**config.mk**
```make
export PLATFORM = sky130hd
export DESIGN_NAME = mult_dispatch
export DESIGN_NICKNAME = d
export VERILOG_FILES = /design/src/rtl/mult_pkg.sv /design/src/rtl/op_fifo.sv /design/src/rtl/mult_dispatch.sv
export SDC_FILE = /design/constraint.sdc
export NUM_CORES = 1
export LEC_CHECK = 0
export CAP_MARGIN = 20
export CORE_MARGIN = 4
export CORE_UTILIZATION = 45
export DETAILED_ROUTE_END_ITERATION = 16
export PLACE_DENSITY = 0.7
export SYNTH_ARGS = -nofsm -noshare
export SYNTH_HDL_FRONTEND = slang
export SYNTH_SLANG_ARGS = --single-unit
```
**constraint.sdc**
```tcl
create_clock -name clk -period 2.38 [get_ports clk]
set_input_delay 0.238 -clock clk [delete_from_list [all_inputs] [get_ports clk]]
set_output_delay 0.238 -clock clk [all_outputs]
set_load 0.01 [all_outputs]
```
**src/rtl/mult_pkg.sv**
```systemverilog
// Shared definitions for the multiply dispatcher and its sequential multiplier:
// default operand width, wait timeout and the dispatcher state encoding.
package mult_pkg;

   localparam int MULT_WIDTH   = 8;
   localparam int MULT_TIMEOUT = 15;

   typedef enum logic [1:0] {
      S_IDLE  = 2'd0,
      S_ISSUE = 2'd1,
      S_WAIT  = 2'd2,
      S_HOLD  = 2'd3
   } state_t;

endpackage

```
**src/rtl/op_fifo.sv**
```systemverilog
// In-order operand FIFO. DEPTH must be a power of two (>= 2); pointers carry an
// extra wrap bit so full and empty are distinguished without a separate counter.
module op_fifo #(
   parameter int WIDTH = 16,
   parameter int DEPTH = 4
) (
   input  logic             clk,
   input  logic             rst_n,
   input  logic             push,
   input  logic             pop,
   output logic             full,
   output logic             empty,
   input  logic [WIDTH-1:0] din,
   output logic [WIDTH-1:0] dout
);

   localparam int AW = $clog2(DEPTH);

   logic [WIDTH-1:0] r_mem [DEPTH];
   logic [AW:0]      r_wr_ptr;
   logic [AW:0]      r_rd_ptr;
   logic             w_do_push;
   logic             w_do_pop;

   // Full depends only on the pointers, never on a same-cycle pop.
   assign full      = (r_wr_ptr[AW] != r_rd_ptr[AW]) &&
                      (r_wr_ptr[AW-1:0] == r_rd_ptr[AW-1:0]);
   assign empty     = (r_wr_ptr == r_rd_ptr);
   assign w_do_push = push && !full;
   assign w_do_pop  = pop && !empty;
   assign dout      = r_mem[r_rd_ptr[AW-1:0]];

   always_ff @(posedge clk or negedge rst_n) begin
      if (!rst_n) begin
         r_wr_ptr <= '0;
         r_rd_ptr <= '0;
      end else begin
         if (w_do_push) r_wr_ptr <= r_wr_ptr + 1'b1;
         if (w_do_pop)  r_rd_ptr <= r_rd_ptr + 1'b1;
      end
   end

   always_ff @(posedge clk) begin
      if (w_do_push) r_mem[r_wr_ptr[AW-1:0]] <= din;
   end

endmodule

```
**src/rtl/mult_dispatch.sv**
```systemverilog
// Feeds buffered operand pairs to an external sequential multiplier one at a
// time and returns full-width products in order over a valid/ready stream.
module mult_dispatch
   import mult_pkg::*;
#(
   parameter int WIDTH   = MULT_WIDTH,
   parameter int DEPTH   = 4,
   parameter int TIMEOUT = MULT_TIMEOUT
) (
   input  logic               clk,
   input  logic               rst_n,
   input  logic               in_valid,
   output logic               in_ready,
   input  logic [WIDTH-1:0]   in_a,
   input  logic [WIDTH-1:0]   in_b,
   output logic               mul_start,
   output logic [WIDTH-1:0]   mul_a,
   output logic [WIDTH-1:0]   mul_b,
   input  logic [2*WIDTH-1:0] mul_product,
   input  logic               mul_ready,
   output logic               out_valid,
   input  logic               out_ready,
   output logic [2*WIDTH-1:0] out_product,
   output logic               busy,
   output logic               timeout_err,
   output logic [7:0]         done_count
);

   // Handshakes: a transfer happens on a rising edge where valid and ready are
   // both high; in_ready is FIFO-not-full, out_valid holds until out_ready.
   localparam int CW = $clog2(TIMEOUT + 1);

   state_t               r_state;
   logic [CW-1:0]        r_wait_cnt;
   logic                 r_mul_start;
   logic [WIDTH-1:0]     r_mul_a;
   logic [WIDTH-1:0]     r_mul_b;
   logic                 r_out_valid;
   logic [2*WIDTH-1:0]   r_out_product;
   logic                 r_timeout_err;
   logic [7:0]           r_done_count;

   logic                 w_full;
   logic                 w_empty;
   logic                 w_pop;
   logic [2*WIDTH-1:0]   w_fifo_din;
   logic [2*WIDTH-1:0]   w_fifo_dout;

   assign w_fifo_din = {in_a, in_b};
   assign w_pop      = (r_state == S_IDLE) && !w_empty;

   op_fifo #(
      .WIDTH (2*WIDTH),
      .DEPTH (DEPTH)
   ) u_op_fifo (
      .clk   (clk),
      .rst_n (rst_n),
      .push  (in_valid),
      .pop   (w_pop),
      .full  (w_full),
      .empty (w_empty),
      .din   (w_fifo_din),
      .dout  (w_fifo_dout)
   );

   always_ff @(posedge clk or negedge rst_n) begin
      if (!rst_n) begin
         r_state       <= S_IDLE;
         r_wait_cnt    <= '0;
         r_mul_start   <= 1'b0;
         r_mul_a       <= '0;
         r_mul_b       <= '0;
         r_out_valid   <= 1'b0;
         r_out_product <= '0;
         r_timeout_err <= 1'b0;
         r_done_count  <= '0;
      end else begin
         case (r_state)
            S_IDLE: begin
               if (!w_empty) begin
                  r_mul_a     <= w_fifo_dout[2*WIDTH-1:WIDTH];
                  r_mul_b     <= w_fifo_dout[WIDTH-1:0];
                  r_mul_start <= 1'b1;
                  r_state     <= S_ISSUE;
               end
            end
            S_ISSUE: begin
               r_mul_start <= 1'b0;
               r_wait_cnt  <= CW'(1);
               r_state     <= S_WAIT;
            end
            S_WAIT: begin
               // r_wait_cnt is the 1-based index of the current WAIT cycle;
               // mul_ready in the first one may be stale from the last op.
               if (mul_ready && (r_wait_cnt != CW'(1))) begin
                  r_out_product <= mul_product;
                  r_out_valid   <= 1'b1;
                  r_state       <= S_HOLD;
               end else if (r_wait_cnt == CW'(TIMEOUT)) begin
                  r_timeout_err <= 1'b1;
                  r_state       <= S_IDLE;
               end else begin
                  r_wait_cnt <= r_wait_cnt + 1'b1;
               end
            end
            S_HOLD: begin
               if (out_ready) begin
                  r_out_valid  <= 1'b0;
                  r_done_count <= r_done_count + 8'd1;
                  r_state      <= S_IDLE;
               end
            end
            default: r_state <= S_IDLE;
         endcase
      end
   end

   assign in_ready    = !w_full;
   assign mul_start   = r_mul_start;
   assign mul_a       = r_mul_a;
   assign mul_b       = r_mul_b;
   assign out_valid   = r_out_valid;
   assign out_product = r_out_product;
   assign timeout_err = r_timeout_err;
   assign done_count  = r_done_count;
   assign busy        = (r_state != S_IDLE) || !w_empty;

endmodule

```
==> summary.md <==
| Metric | Value |
|---|---|
| Synthesized area | 0.00477 mm^2 |
| Routability congestion estimate | between 0.7 and 0.8 |
| Final WL | 8840 um |
| Clk buf depth | 2 |
| Top cell type by total area after synthesis | edfxtp_1 |
| Nets@finish | 408 |
| Port-buffer cells | 81 |
| Largest net degree at the start of global routing | 32 |
| DR WL/cell | 17.3 um |
| Initial DRC count | 142 |
| Syn Inst Count | 267 |
| Die width | ~110 um |
| Initial antenna violation count | 0 |
| Global-route wire length before repair | 14500 um |
| R2R Setup Slk | 0.31 ns |
| Critical path type | reg -> out |
| Synth top area share | 40.3% |
| Post-route DRC | 0 |
| CP endpoint kind | primary output |
| DIE AREA | between 0.01 and 0.015 mm^2 |
| Post-CTS Setup Inserts | 0 |
| Syn nets | 312 |
| Maxcap violations | 0 |
| Vias in the first global route | 2767 |
| Static Leak | 2.45 nW |
| CTS tree | yes |
| Worst r2r src | u_op_fifo.r_wr_ptr[0] |
| Worst setup SP type | flop |
| 1st-pass router iterations | 4 |
| Setup Total Neg Slack | 0 ns |
| Pins over their slew limit | 0 |
| Area grow syn2layout | 33.1% |
| Worst-Margin Slew | 0.936 ns |
| Arr. time, crit path | roughly 2.0 ns |
| Avg Cell Area, Syn | between 15 and 20 um^2 |
| Post-DP HPWL | between 5000 and 6000 um |
| Overall power | 0.00888 W |
| Clk pin slew, worst setup/hold paths | ~0.060 ns |
| Vias | 2579 |
| Setup crit start | u_op_fifo.r_wr_ptr[0] |
| Die Y | 111 um |
| Capture point of the worst path | in_ready |
| Unrepaired setup endpoints after global routing | no |
| Placed insts | 479 |
| Unique masters post-synth | 38 |
| Clock Latency Late Sink | 0.52 ns |
| I/O Pins | 82 |
| Post-DRT Antenna Nets | 0 |
| Final hold vios | 0 |
| Critical path required time | 2.14 ns |
| Via-to-Cell Ratio | 5.04 |
| Pwr Density | 1400 mW/mm^2 |
| Most frequent cells in the layout | clkdlybuf4s50_1, edfxtp_1, dfrtp_1 |
| Worst R2R Path Depth | 3 |
| Initial Utilization | 46.2% |
| Reg2reg end | u_op_fifo.r_mem[3][15] |
| Row cnt | 37 |
| Endpoints failing setup | 0 |
| Crit path max fanout | 6 |
| # H-tree levels | 4 |
| # fillers | between 700 and 800 |
| Commonest non-fill, non-tap cell in the layout | clkdlybuf4s50_1 |
| Num CTS Buffers | 17 |
| Yosys reg bits | between 100 and 150 |
| Run status | complete, no violations |
| GRT Overall Usage | 15.3% |
| Maximum vdd drop | 0.000721 V |
| Crit share post-route | 94.6% |
| Inserted Diodes | 0 |
| Final core occ | roughly three fifths |
| CTS Sinks | 119 |
| Final Non-Filler Cells | 512 |
| GR Overflow Total | 0 |
| Max Fclk | 444 MHz |
| Ratio of cells with drive above 1 in the final layout | approximately 25% |
| Tmin final | roughly 2.3 ns |
| Yosys warning total | 0 |
| Slew margin rel. | 37.6% |
| Root Driver | clkbuf_8 |
| Worst min-delay path class | in -> reg |
| Largest cells by area after synthesis | edfxtp_1, dfrtp_1, mux4_2 |
| Setup Skew | between 0.01 and 0.015 ns |
| Seq/Total Area, Yosys | 69.1% |
| Core box area | slightly above 0.01 mm^2 |
==> report_power, final <==
group	switching [W]	total, W	internal (W)	leakage (nW)
clock	0.000959	0.00247	0.00151	0.272
sequential	0.000403	0.00330	0.00290	1.25
combinational	0.00133	0.00311	0.00178	0.924
total	0.00269	0.00888	0.00619	2.45
==> how the worst min path moves through the flow <==
stage                         start              end  slack [ns]  depth (start not counted)
finish              mul_product[10]  out_product[10]        0.33                          2
detailed placement            rst_n         mul_a[6]        0.40                          1
CTS                 mul_product[13]  out_product[13]        0.31                          2
global placement              rst_n         mul_a[6]        0.38                          1
global route        mul_product[10]  out_product[10]        0.32                          2
floorplan                     rst_n    done_count[0]       -0.06                          0
==> cells by family (layout without fill, tap and decap cells) <==
logic type / count (synthesis) / count (layout) / synth area share (%)
DFF: 119 / 119 / 69.1
muxes: 51 / 51 / 16.5
AOI/OAI and AO/OA: 20 / 20 / 2.99
buffers and inverters: 17 / 126 / 2.57
adders and majority gates: 8 / 8 / 2.10
xor gates and xnor gates: 14 / 14 / 2.57
and+or+nand+nor: 38 / 38 / 4.14
==> layout make-up <==
cell class                 count  area, um^2  area share, %
clock inverter                15         166           2.62
clock buffer                  17         414           6.52
tap                          136         170           2.68
multi-input combinational    131        1390           21.9
inverter                       6        22.5          0.355
sequential                   119        3300           51.9
timing repair buffer          88         886           13.9
==> cells in the mapped netlist (all sizes together) <==
cell	n
a21o	1
a21oi	6
a22o	1
a311oi	3
a31o	1
a31oi	1
and3	5
and3b	1
buf	9
clkbuf	2
dfrtp	55
edfxtp	64
ha	8
inv	6
mux2	34
mux2i	1
mux4	16
nand2	10
nand2b	1
nand3	5
nand3b	1
nand4	3
nand4b	1
nor2	9
o211ai	2
o21ai	2
o21bai	1
o311a	1
o311ai	1
or2	1
or3	1
xnor2	11
xor2	3
==> what timing repair did <==
action                                 in CTS  in global routing
hold buffers                                1                  0
endpoints found under the hold margin      30                  0
setup endpoints to repair                   2                  1
resized for setup                           2                  1
==> flip-flops by register name, indices dropped and copies added (netlist names) <==
signal and count:
timeout_err 1, r_wait_cnt 4, mul_start 1, u_op_fifo.r_wr_ptr 3, u_op_fifo.r_rd_ptr 3, u_op_fifo.r_mem 64
done_count 8, r_state 2, out_product 16, mul_b 8, out_valid 1, mul_a 8
==> critical path, cell delays in order, from the launching register on <==
cell and delay (ns):
dfrtp_1 0.49, xnor2_4 0.25, nand3b_1 0.19, clkdlybuf4s50_1 0.56
==> per-stage QoR <==
| step | hold slack [ns] | setup slack (ns) | cell area, um^2 |
|---|---|---|---|
| floorplan | -0.0576 | 0.558 | 4770 |
| global placement | 0.377 | 0.358 | 5730 |
| detailed placement | 0.398 | 0.302 | 5730 |
| CTS | 0.313 | 0.0874 | 6340 |
| global route | 0.321 | 0.0182 | 6350 |
| finish | 0.335 | 0.127 | 6350 |
==> routing by layer <==
layer	routed length [um]	global-route usage [%]	up-vias
met5	0	0	-
met4	108	6.40	0
met3	551	5.24	9
met2	4370	24.8	78
met1	3810	18.7	1285
li1	-	-	1207
No activity file was read; power rests on OpenSTA's default activity.
